File: src/rtl/sprite_motion_if.sv
// sprite_motion_if: inputs (frame strobe, pixel, keys, tile probes) and outputs (pose, hit test, scroll) of the sprite controller
interface sprite_motion_if #(
  parameter int COORD_W = 10,
  parameter int AF_W    = 2
);
  logic               frame_clk;
  logic [COORD_W-1:0] DrawX, DrawY;
  logic               key_left, key_right, key_jump;
  logic [2:0]         blk_up, blk_down, blk_left, blk_right;
  logic [COORD_W-1:0] Pos_X, Pos_Y;
  logic               is_sprite, Shift;
  logic [1:0]         state;
  logic               direction;
  logic [AF_W-1:0]    anim_frame;
  modport master (
    output frame_clk, DrawX, DrawY, key_left, key_right, key_jump,
           blk_up, blk_down, blk_left, blk_right,
    input  Pos_X, Pos_Y, is_sprite, Shift, state, direction, anim_frame
  );
  modport slave (
    input  frame_clk, DrawX, DrawY, key_left, key_right, key_jump,
           blk_up, blk_down, blk_left, blk_right,
    output Pos_X, Pos_Y, is_sprite, Shift, state, direction, anim_frame
  );
endinterface

File: src/rtl/sprite_motion.sv
// sprite_motion: per-frame GROUND/RISE/FALL player controller with variable jumps, gravity, scroll requests and walk animation
module sprite_motion #(
  parameter int COORD_W     = 10,
  parameter int X_MIN       = 120,
  parameter int X_MAX       = 519,
  parameter int Y_MIN       = 40,
  parameter int Y_MAX       = 439,
  parameter int SIZE_X      = 20,
  parameter int SIZE_Y      = 20,
  parameter int RESET_X     = 140,
  parameter int WALK_STEP   = 2,
  parameter int AIR_STEP    = 1,
  parameter int RISE_STEP   = 2,
  parameter int JUMP_MIN    = 8,
  parameter int JUMP_MAX    = 127,
  parameter int FALL_MAX    = 4,
  parameter int GRAV_DIV    = 6,
  parameter int ANIM_DIV    = 10,
  parameter int ANIM_FRAMES = 3,
  parameter int SCROLL_X    = 299,
  parameter int SCROLL_AMT  = 40
) (
  input logic          Clk,
  input logic          Reset_n,
  sprite_motion_if.slave bus
);
  localparam int W1   = COORD_W + 1;
  localparam int AF_W = $clog2(ANIM_FRAMES + 1);
  localparam int RC_W = $clog2(JUMP_MAX + 1);
  localparam int FV_W = $clog2(FALL_MAX + 1);
  localparam int GC_W = $clog2(GRAV_DIV + 1);
  localparam int AC_W = $clog2(ANIM_DIV + 1);
  localparam logic [W1-1:0] Y_FLOOR = W1'(Y_MAX - SIZE_Y + 1);
  typedef enum logic [1:0] {GROUND = 2'd0, RISE = 2'd1, FALL = 2'd2} state_e;
  state_e             st_q, st_d;
  logic [2:0]         sync_q;
  logic               tick_q;
  logic [COORD_W-1:0] pos_x_q, pos_x_d, pos_y_q, pos_y_d;
  logic               dir_q, dir_d, shift_q, shift_d, jump_prev_q, jump_prev_d;
  logic [AF_W-1:0]    anim_frame_q, anim_frame_d;
  logic [AC_W-1:0]    anim_cnt_q, anim_cnt_d;
  logic [RC_W-1:0]    rise_cnt_q, rise_cnt_d;
  logic [FV_W-1:0]    fall_vel_q, fall_vel_d;
  logic [GC_W-1:0]    grav_cnt_q, grav_cnt_d;
  logic [W1-1:0]      x_w, y_w, step, x_mv, y_sum, y_fall;
  logic               left_only, right_only, jump_edge, rise_stop, grav_wrap;
  // frame_clk is asynchronous: two sync flops, then a third flop for the edge reference
  always_ff @(posedge Clk or negedge Reset_n) begin
    if (!Reset_n) begin
      sync_q <= '0;
      tick_q <= 1'b0;
    end else begin
      sync_q <= {sync_q[1:0], bus.frame_clk};
      tick_q <= sync_q[1] & ~sync_q[2];
    end
  end
  assign x_w        = {1'b0, pos_x_q};
  assign y_w        = {1'b0, pos_y_q};
  assign left_only  = bus.key_left & ~bus.key_right;
  assign right_only = bus.key_right & ~bus.key_left;
  assign jump_edge  = bus.key_jump & ~jump_prev_q;
  assign step       = st_q == GROUND ? W1'(WALK_STEP) : W1'(AIR_STEP);
  assign x_mv       = (left_only && ~|bus.blk_left && x_w >= W1'(X_MIN) + step) ? x_w - step :
                      (right_only && ~|bus.blk_right && x_w + W1'(SIZE_X - 1) + step <= W1'(X_MAX)) ? x_w + step :
                      x_w;
  assign y_sum      = y_w + W1'(fall_vel_q);
  assign y_fall     = y_sum > Y_FLOOR ? Y_FLOOR : y_sum;
  assign rise_stop  = |bus.blk_up || y_w < W1'(Y_MIN + RISE_STEP) || rise_cnt_q == RC_W'(JUMP_MAX) ||
                      (!bus.key_jump && rise_cnt_q >= RC_W'(JUMP_MIN));
  assign grav_wrap  = grav_cnt_q == GC_W'(GRAV_DIV - 1);
  always_comb begin
    st_d         = st_q;
    pos_x_d      = pos_x_q;
    pos_y_d      = pos_y_q;
    dir_d        = dir_q;
    shift_d      = 1'b0;
    jump_prev_d  = jump_prev_q;
    anim_frame_d = anim_frame_q;
    anim_cnt_d   = anim_cnt_q;
    rise_cnt_d   = rise_cnt_q;
    fall_vel_d   = fall_vel_q;
    grav_cnt_d   = grav_cnt_q;
    if (tick_q) begin
      jump_prev_d = bus.key_jump;
      dir_d       = left_only ? 1'b1 : right_only ? 1'b0 : dir_q;
      shift_d     = x_mv > W1'(SCROLL_X);
      pos_x_d     = shift_d ? COORD_W'(x_mv - W1'(SCROLL_AMT)) : COORD_W'(x_mv);
      if (!(left_only || right_only)) begin
        anim_frame_d = '0;
        anim_cnt_d   = '0;
      end else if (st_q == GROUND) begin
        anim_cnt_d   = anim_cnt_q == AC_W'(ANIM_DIV - 1) ? '0 : anim_cnt_q + AC_W'(1);
        anim_frame_d = anim_cnt_q != AC_W'(ANIM_DIV - 1) ? anim_frame_q :
                       anim_frame_q == AF_W'(ANIM_FRAMES) ? AF_W'(1) : anim_frame_q + AF_W'(1);
      end
      if (st_q == GROUND) begin
        if (jump_edge && ~|bus.blk_up) begin
          st_d       = RISE;
          rise_cnt_d = RC_W'(1);
          pos_y_d    = pos_y_q - COORD_W'(RISE_STEP);
        end else if (~|bus.blk_down && y_w < Y_FLOOR) begin
          st_d       = FALL;
          fall_vel_d = FV_W'(1);
          grav_cnt_d = '0;
        end
      end else if (st_q == RISE) begin
        if (rise_stop) begin
          st_d       = FALL;
          fall_vel_d = FV_W'(1);
          grav_cnt_d = '0;
        end else begin
          pos_y_d    = pos_y_q - COORD_W'(RISE_STEP);
          rise_cnt_d = rise_cnt_q + RC_W'(1);
        end
      end else if (|bus.blk_down || y_w == Y_FLOOR) begin
        st_d       = GROUND;
        fall_vel_d = FV_W'(1);
      end else begin
        pos_y_d    = COORD_W'(y_fall);
        grav_cnt_d = grav_wrap ? '0 : grav_cnt_q + GC_W'(1);
        fall_vel_d = (grav_wrap && fall_vel_q < FV_W'(FALL_MAX)) ? fall_vel_q + FV_W'(1) : fall_vel_q;
      end
    end
  end
  always_ff @(posedge Clk or negedge Reset_n) begin
    if (!Reset_n) begin
      st_q         <= GROUND;
      pos_x_q      <= COORD_W'(RESET_X);
      pos_y_q      <= COORD_W'(Y_FLOOR);
      dir_q        <= 1'b0;
      shift_q      <= 1'b0;
      jump_prev_q  <= 1'b0;
      anim_frame_q <= '0;
      anim_cnt_q   <= '0;
      rise_cnt_q   <= '0;
      fall_vel_q   <= FV_W'(1);
      grav_cnt_q   <= '0;
    end else begin
      st_q         <= st_d;
      pos_x_q      <= pos_x_d;
      pos_y_q      <= pos_y_d;
      dir_q        <= dir_d;
      shift_q      <= shift_d;
      jump_prev_q  <= jump_prev_d;
      anim_frame_q <= anim_frame_d;
      anim_cnt_q   <= anim_cnt_d;
      rise_cnt_q   <= rise_cnt_d;
      fall_vel_q   <= fall_vel_d;
      grav_cnt_q   <= grav_cnt_d;
    end
  end
  assign bus.Pos_X      = pos_x_q;
  assign bus.Pos_Y      = pos_y_q;
  assign bus.Shift      = shift_q;
  assign bus.state      = st_q;
  assign bus.direction  = dir_q;
  assign bus.anim_frame = anim_frame_q;
  assign bus.is_sprite  = {1'b0, bus.DrawX} >= x_w && {1'b0, bus.DrawX} < x_w + W1'(SIZE_X) &&
                          {1'b0, bus.DrawY} >= y_w && {1'b0, bus.DrawY} < y_w + W1'(SIZE_Y);
endmodule

File: src/flat_wrapper.sv
// flat-port wrapper written by rule: the top's interface ports become plain ports
module sprite_motion_flat 
#(
  parameter int COORD_W     = 10,
  parameter int X_MIN       = 120,
  parameter int X_MAX       = 519,
  parameter int Y_MIN       = 40,
  parameter int Y_MAX       = 439,
  parameter int SIZE_X      = 20,
  parameter int SIZE_Y      = 20,
  parameter int RESET_X     = 140,
  parameter int WALK_STEP   = 2,
  parameter int AIR_STEP    = 1,
  parameter int RISE_STEP   = 2,
  parameter int JUMP_MIN    = 8,
  parameter int JUMP_MAX    = 127,
  parameter int FALL_MAX    = 4,
  parameter int GRAV_DIV    = 6,
  parameter int ANIM_DIV    = 10,
  parameter int ANIM_FRAMES = 3,
  parameter int SCROLL_X    = 299,
  parameter int SCROLL_AMT  = 40
)
  (Clk, Reset_n, bus_frame_clk, bus_DrawX, bus_DrawY, bus_key_left, bus_key_right, bus_key_jump, bus_blk_up, bus_blk_down, bus_blk_left, bus_blk_right, bus_Pos_X, bus_Pos_Y, bus_is_sprite, bus_Shift, bus_state, bus_direction, bus_anim_frame);
  sprite_motion_if #(.COORD_W(COORD_W), .AF_W(2)) bus_i ();
  input logic Clk;
  input logic Reset_n;
  input wire logic [$bits(bus_i.frame_clk)-1:0] bus_frame_clk;
  input wire logic [$bits(bus_i.DrawX)-1:0] bus_DrawX;
  input wire logic [$bits(bus_i.DrawY)-1:0] bus_DrawY;
  input wire logic [$bits(bus_i.key_left)-1:0] bus_key_left;
  input wire logic [$bits(bus_i.key_right)-1:0] bus_key_right;
  input wire logic [$bits(bus_i.key_jump)-1:0] bus_key_jump;
  input wire logic [$bits(bus_i.blk_up)-1:0] bus_blk_up;
  input wire logic [$bits(bus_i.blk_down)-1:0] bus_blk_down;
  input wire logic [$bits(bus_i.blk_left)-1:0] bus_blk_left;
  input wire logic [$bits(bus_i.blk_right)-1:0] bus_blk_right;
  output wire logic [$bits(bus_i.Pos_X)-1:0] bus_Pos_X;
  output wire logic [$bits(bus_i.Pos_Y)-1:0] bus_Pos_Y;
  output wire logic [$bits(bus_i.is_sprite)-1:0] bus_is_sprite;
  output wire logic [$bits(bus_i.Shift)-1:0] bus_Shift;
  output wire logic [$bits(bus_i.state)-1:0] bus_state;
  output wire logic [$bits(bus_i.direction)-1:0] bus_direction;
  output wire logic [$bits(bus_i.anim_frame)-1:0] bus_anim_frame;
  assign bus_i.frame_clk = bus_frame_clk;
  assign bus_i.DrawX = bus_DrawX;
  assign bus_i.DrawY = bus_DrawY;
  assign bus_i.key_left = bus_key_left;
  assign bus_i.key_right = bus_key_right;
  assign bus_i.key_jump = bus_key_jump;
  assign bus_i.blk_up = bus_blk_up;
  assign bus_i.blk_down = bus_blk_down;
  assign bus_i.blk_left = bus_blk_left;
  assign bus_i.blk_right = bus_blk_right;
  assign bus_Pos_X = bus_i.Pos_X;
  assign bus_Pos_Y = bus_i.Pos_Y;
  assign bus_is_sprite = bus_i.is_sprite;
  assign bus_Shift = bus_i.Shift;
  assign bus_state = bus_i.state;
  assign bus_direction = bus_i.direction;
  assign bus_anim_frame = bus_i.anim_frame;
  sprite_motion #(.COORD_W(COORD_W), .X_MIN(X_MIN), .X_MAX(X_MAX), .Y_MIN(Y_MIN), .Y_MAX(Y_MAX), .SIZE_X(SIZE_X), .SIZE_Y(SIZE_Y), .RESET_X(RESET_X), .WALK_STEP(WALK_STEP), .AIR_STEP(AIR_STEP), .RISE_STEP(RISE_STEP), .JUMP_MIN(JUMP_MIN), .JUMP_MAX(JUMP_MAX), .FALL_MAX(FALL_MAX), .GRAV_DIV(GRAV_DIV), .ANIM_DIV(ANIM_DIV), .ANIM_FRAMES(ANIM_FRAMES), .SCROLL_X(SCROLL_X), .SCROLL_AMT(SCROLL_AMT)) u_core (.Clk(Clk), .Reset_n(Reset_n), .bus(bus_i));
endmodule
File: config.mk
export PLATFORM = sky130hd
export DESIGN_NAME = sprite_motion_flat
export DESIGN_NICKNAME = d
export VERILOG_FILES = /design/src/rtl/sprite_motion_if.sv /design/src/rtl/sprite_motion.sv /design/src/flat_wrapper.sv
export SDC_FILE = /design/constraint.sdc
export NUM_CORES = 1
export LEC_CHECK = 0
export ABC_AREA = 0
export CORE_AREA = 2 2 131 82
export DETAILED_ROUTE_END_ITERATION = 8
export DIE_AREA = 0 0 133 84
export PLACE_DENSITY = 0.72
export SYNTH_ARGS = -nofsm -noshare
export SYNTH_HDL_FRONTEND = slang
export SYNTH_SLANG_ARGS = --single-unit
File: constraint.sdc
create_clock -name Clk -period 13.4 [get_ports Clk]
set_input_delay 2.68 -clock Clk [delete_from_list [all_inputs] [get_ports Clk]]
set_output_delay 2.68 -clock Clk [all_outputs]
set_load 0.05 [all_outputs]
==> impl_metrics.ini, run 1 <==
[clock_network]
cts_resized = 0
cts_sinks = 48
numCtsBuffers = 5
hold_buffers = 0
cts-root-buf = clkbuf_16
cts_max_level = 2
cts_setup_buffers = 0
path_clk_slew_ps = 60
clock_latency_ps = 290
cts_max_path_buffers = 2
cts_tree = built

[sta]
fin_crit_ps = 8410
fin_skew_ps = 5.25
finalHoldViolations = 0
fin_crit_sh_pct = 62.7
setup_slack_ps = 4990
rsz0062_at_grt = no
setup_viol_count_final = 0
slew_headroom_pct = 27.7
fmax_ghz = 0.119
setup_tns_ps = 0
drv_slew = 0
tightest_slew_ps = 1090

[pwr]
pwr-share-comb_pct = 64.0
p_seq_share_pct = 25.0
p_per_area_nw_per_um2 = 209
p_leak_nw = 2.50
swShare_pct = 52.5
p_switching_mw = 0.631
p_clk_share_pct = 11.0
internal_power_mw = 0.570
ir_worst_vdd_uv = 96.4

[synth]
yosysTopAreaCell = dfrtp_1
async_flop_share_pct = 100
ys_warn_count = 0
synth_top_area_share_pct = 20.5
synth_flop_cell = dfrtp_1
synth.most_common_cell = ha_1
syn_nets = 687
synthTopCellsByArea = dfrtp_1 (21%), ha_1 (18%), dfstp_2 (4.3%), o21ai_0 (3.7%), a21oi_1 (3.6%)
syn_avg_cell_area_um2 = 8.47
synth_seq_cells = 48
synth_edf_count = 0
seq_area_frac_synth_pct = 24.8
synth_area_um2 = 4880
netlist-cell-type-count = 82
synth.top_cells.by_count = ha_1 (70), nand2_1 (46), nor2_1 (46), dfrtp_1 (40), inv_1 (40)
syn-instance-count = 576

[global_routing]
met2_usage_pct = 35.1
gr-usage-all-layers_pct = 24.1
grt_use_met1_pct = 37.1
grt_pass1_vias = 4536
grt_max_degree = 49
antenna_found_initial = 0
grt_pass1_wl_um = 22000
grtUsageMet3_pct = 4.19
grt-ovfl-total = 0
grt.busiest_layer = met1

[drt]
drc = 0
drtIter0Drc = 534
viasPerCell = 6.00
totalWireLength_um = 13100
num_vias = 4599
ant_nets = 0
dr.pass1.iters = 5
wl_per_cell_um = 17.1

[critical_path]
cp_num_buf_inv = 2
cp_max_fo = 2
cpMaxStageDelayCell = clkdlybuf4s50_1
slowest_delay_ps = 850
startpoint_type = input pin
required_ps = 10720
critPathKind = input pin to output pin
cp.arrival_ps = 5730
crit_family = buffers and inverters
cpMostUsedCell = o21a_1
crit_path_end_kind = output pin
crit_chain = clkdlybuf4s50_1 -> ha_1 -> nand2b_1 -> a21oi_1 -> o21a_1 -> o21a_1 -> o21a_1 -> o21a_1 -> o21a_1 -> o21ai_0 -> a21oi_1 -> nor4_1 -> clkdlybuf4s50_1

[floorplanning]
core-area_um2 = 10100
dieHeight_um = 84
initial_core_util_pct = 48.2
rows = 29
die-area_um2 = 11200
fp.dieW_um = 133
ioPinCount = 65

[finish]
nets = 737
antenna_cells = 0
syn2layout_area_growth_pct = 17.6
fin_cells = 766
layout-drive-gt1-share_pct = 5.58

[place]
pre_cts_slack_ps = 4990
portBuffers = 64
dp_hpwl_um = 10100
placed_cells = 758
gp_congestion = 0.912

[run]
drv_cap = 0

[outcome]
outcome = completed

[hold_path]
hp-class = register to register
-- layer usage --
layer	vias to the layer above	routed length, µm
li1	2205	-
met1	2182	6620
met2	198	5350
met3	14	975
met4	0	122
met5	-	0
-- layout by cell type (no fill, tap or decap), types with 7 or more instances in the layout --
master	count
a21o_1	16
dfrtp_1	40
ha_1	70
nand2_1	46
nand2b_1	9
dfstp_2	8
xnor2_1	18
clkdlybuf4s50_1	63
inv_1	40
or3_1	7
o21ai_0	36
a21oi_1	35
nor2_1	46
nand4_1	8
nand3_1	16
nor3_1	11
a31oi_1	7
o31ai_1	10
o21a_1	16
-- through the flow --
step | total power, mW | hold slack, ps | instance area, µm² | util [%]
after CTS | 1.20 | 355 | 5740 | 56.7
after floorplan | 0.836 | 331 | 4880 | -
final | 1.20 | 350 | 5740 | 56.7
after detailed placement | 1.06 | 340 | 5590 | 55.2
after global placement | 1.03 | 333 | 5590 | 55.2
after global routing | 1.31 | 370 | 5740 | 56.7
-- cell families after synthesis --
family / share of synthesized area, %
simple gates: 18.5
compound gates: 25.3
fa+ha+maj: 19.2
buf+inv: 5.64
flops: 24.8
xor+xnor: 4.98
mux: 1.49
-- registers in the layout, indices dropped and copies added, names as in the netlist --
| signal | cells |
|---|---|
| u_core.anim_cnt_q | 4 |
| u_core.tick_q | 1 |
| u_core.bus.direction | 1 |
| u_core.bus.Pos_Y | 10 |
| u_core.bus.state | 2 |
| u_core.grav_cnt_q | 3 |
| u_core.bus.Shift | 1 |
| u_core.fall_vel_q | 3 |
| u_core.jump_prev_q | 1 |
| u_core.bus.Pos_X | 10 |
| u_core.rise_cnt_q | 7 |
| u_core.bus.anim_frame | 2 |
| u_core.sync_q | 3 |
-- cell type report --
type	instances	area, µm²
Fill cell	916	4380
Multi-Input combinational cell	462	3390
Sequential cell	48	1210
Timing Repair Buffer	64	636
Inverter	45	174
Tap cell	139	174
Clock buffer	6	139
Clock inverter	2	13.8
-- power by group through the flow --
stage	Sequential [mW]	Combinational, mW	Clock (mW)
floorplan	0.352	0.484	0
global placement	0.298	0.733	0
detailed placement	0.300	0.758	0
CTS	0.298	0.765	0.135
global route	0.311	0.853	0.142
finish	0.301	0.769	0.133
-- final timing paths --
kind / start / to / cells after the start / slack (ps)
max in group asynchronous: Reset_n / u_core.bus.Pos_X[9]$_DFFE_PN0P_ / 1 / 10150
worst max-delay path: bus_DrawY[1] / bus_is_sprite / 13 / 4990
worst min register to register: u_core.sync_q[0]$_DFF_PN0_ / u_core.sync_q[1]$_DFF_PN0_ / 0 / 350
min in group asynchronous: Reset_n / u_core.sync_q[0]$_DFF_PN0_ / 1 / 2590
worst max register to register: u_core.bus.state[1]$_DFFE_PN0P_ / u_core.bus.Pos_X[3]$_DFFE_PN1P_ / 19 / 7600
worst min-delay path: u_core.sync_q[0]$_DFF_PN0_ / u_core.sync_q[1]$_DFF_PN0_ / 0 / 350
Note: power is estimated with default switching activity, not from simulation.
==> run 2: changes to the inputs <==
Clock period 13.4 ns to 7.9 ns, I/O delays scaled along.
==> run 2 against run 1 <==
Design area is essentially flat. Non-clock buffer count is the same. Hold slack lost 2.2 ps. Flip-flop and latch count is the same. First-iteration DRC count shrank 30%. Register-to-register slack lost 5400 ps. Combinational power grew 69%. Utilization is essentially flat. Power grew 69%. Largest cell class unchanged.
==> impl_metrics.ini, run 2 (synthesized netlist as in run 1, its figures left out) <==
[clock_network]
cts_sinks = 48
numCtsBuffers = 5
cts_resized = 0
path_clk_slew_ps = 60
hold_buffers = 0
cts_tree = built
cts-root-buf = clkbuf_16
cts_max_path_buffers = 2
cts_max_level = 2
cts_setup_buffers = 0
clock_latency_ps = 290

[critical_path]
cpMaxStageDelayCell = clkdlybuf4s50_1
r2r-end = u_core.bus.Pos_X[3]$_DFFE_PN1P_
critPathKind = input pin to output pin
required_ps = 6320
slowest_delay_ps = 850
cp_num_buf_inv = 2
cpMostUsedCell = o21a_1
cp.arrival_ps = 4680
cp_max_fo = 2
crit_family = buffers and inverters
path_depth = 13
startpoint_type = input pin
crit_chain = clkdlybuf4s50_1 -> ha_1 -> nand2b_1 -> a21oi_1 -> o21a_1 -> o21a_1 -> o21a_1 -> o21a_1 -> o21a_1 -> o21ai_0 -> a21oi_1 -> nor4_1 -> clkdlybuf4s50_1
r2r_cells = 19
r2r_setup_slack_ps = 2180
crit_path_end_kind = output pin
startpoint = bus_DrawY[1]
crit_end = bus_is_sprite
reg2reg_from = u_core.bus.state[1]$_DFFE_PN0P_

[pwr]
p_seq_share_pct = 25.0
p_per_area_nw_per_um2 = 354
p_switching_mw = 1.07
p_clk_share_pct = 10.8
ir_worst_vdd_uv = 143
swShare_pct = 52.4
internal_power_mw = 0.967
p_leak_nw = 2.50
pwr-share-comb_pct = 64.1

[floorplanning]
core-area_um2 = 10100
rows = 29
dieHeight_um = 84
initial_core_util_pct = 48.2
ioPinCount = 65
die-area_um2 = 11200
fp.dieW_um = 133

[outcome]
outcome = completed

[place]
postPlaceCellArea_um2 = 5590
pre_cts_slack_ps = 1650
portBuffers = 64
gp_congestion = 0.912
dp_hpwl_um = 10200

[finish]
final_common_cell = ha_1
nets = 737
mostFrequentLayoutCells = ha_1 (70), clkdlybuf4s50_1 (63), nor2_1 (46), nand2_1 (46)
final_cell_area_um2 = 5740
nFillCells = 915
layout-drive-gt1-share_pct = 5.42
syn2layout_area_growth_pct = 17.6
final_util_pct = 56.7
antenna_cells = 0

[sta]
setup_tns_ps = 0
rsz0062_at_grt = no
tightest_slew_ps = 1090
drv_slew = 0
fin_crit_ps = 6260
finalHoldViolations = 0
fin_skew_ps = 3.73
fin_crit_sh_pct = 79.3
slew_headroom_pct = 27.5
fmax_ghz = 0.160
setup_slack_ps = 1640
setup_viol_count_final = 0

[drt]
viasPerCell = 5.93
num_vias = 4539
dr.pass1.iters = 5
drtIter0Drc = 374
totalWireLength_um = 13000
wl_per_cell_um = 17.0
drc = 0
ant_nets = 0

[global_routing]
grt-ovfl-total = 0
grt_max_degree = 49
grt_pass1_wl_um = 21600
grt_pass1_vias = 4316
antenna_found_initial = 0
gr-usage-all-layers_pct = 23.6

[hold_path]
hp-class = register to register

[run]
drv_cap = 0
run 2: changes by cell type in the layout (fill, tap and decap cells not counted):
cell      before  now
clkinv_4       0    1
inv_6          2    1
clkinv_2       1    0
clkbuf_1       0    1
run 2: per-stage QoR:
| stage | cells | total power, mW | hold slack, ps |
|---|---|---|---|
| floorplan | 576 | 1.42 | 331 |
| global placement | 758 | 1.75 | 333 |
| detailed placement | 758 | 1.80 | 336 |
| CTS | 766 | 2.03 | 351 |
| global route | 766 | 2.20 | 372 |
| finish | 766 | 2.03 | 348 |
run 2: worst min-delay path by stage:
stage	start	cells after the start	end
final	u_core.sync_q[0]$_DFF_PN0_	0	u_core.sync_q[1]$_DFF_PN0_
after global routing	u_core.sync_q[0]$_DFF_PN0_	0	u_core.sync_q[1]$_DFF_PN0_
after CTS	u_core.sync_q[0]$_DFF_PN0_	0	u_core.sync_q[1]$_DFF_PN0_
after detailed placement	u_core.sync_q[0]$_DFF_PN0_	0	u_core.sync_q[1]$_DFF_PN0_
after global placement	u_core.sync_q[0]$_DFF_PN0_	0	u_core.sync_q[1]$_DFF_PN0_
after floorplan	u_core.sync_q[0]$_DFF_PN0_	0	u_core.sync_q[1]$_DFF_PN0_
run 2: worst reg2reg max path, delay by kind of cell, from the launching register on:
family | cells | cell delay (ps)
compound gates | 7 | 1770
fa+ha+maj | 4 | 1240
buf+inv | 3 | 400
flops | 1 | 630
mux | 1 | 290
simple gates | 4 | 1300
run 2: layout make-up:
type | count | area, µm² | area share, %
clock inverter | 1 | 8.76 | 0.153
tap | 139 | 174 | 3.03
inverter | 45 | 174 | 3.03
clock buffer | 7 | 143 | 2.49
sequential | 48 | 1210 | 21.1
multi-input combinational | 462 | 3390 | 59.1
timing repair buffer | 64 | 636 | 11.1
run 2: metal layers:
metal  routed length, µm  track usage, %  share of wire, %  up-vias
met5                   0               0                 0        -
met4                  76            4.11              0.58        0
met3                 958            3.89               7.4        8
met2                5280            33.5                41      171
met1                6680            37.2                51     2164
li1                    -               -                 -     2196
run 2: power groups by stage:
stage | sequential (mW) | combinational [mW] | clock [mW]
floorplan | 0.597 | 0.820 | 0
global placement | 0.506 | 1.24 | 0
detailed placement | 0.509 | 1.29 | 0
CTS | 0.506 | 1.30 | 0.225
global route | 0.528 | 1.44 | 0.233
finish | 0.509 | 1.30 | 0.220
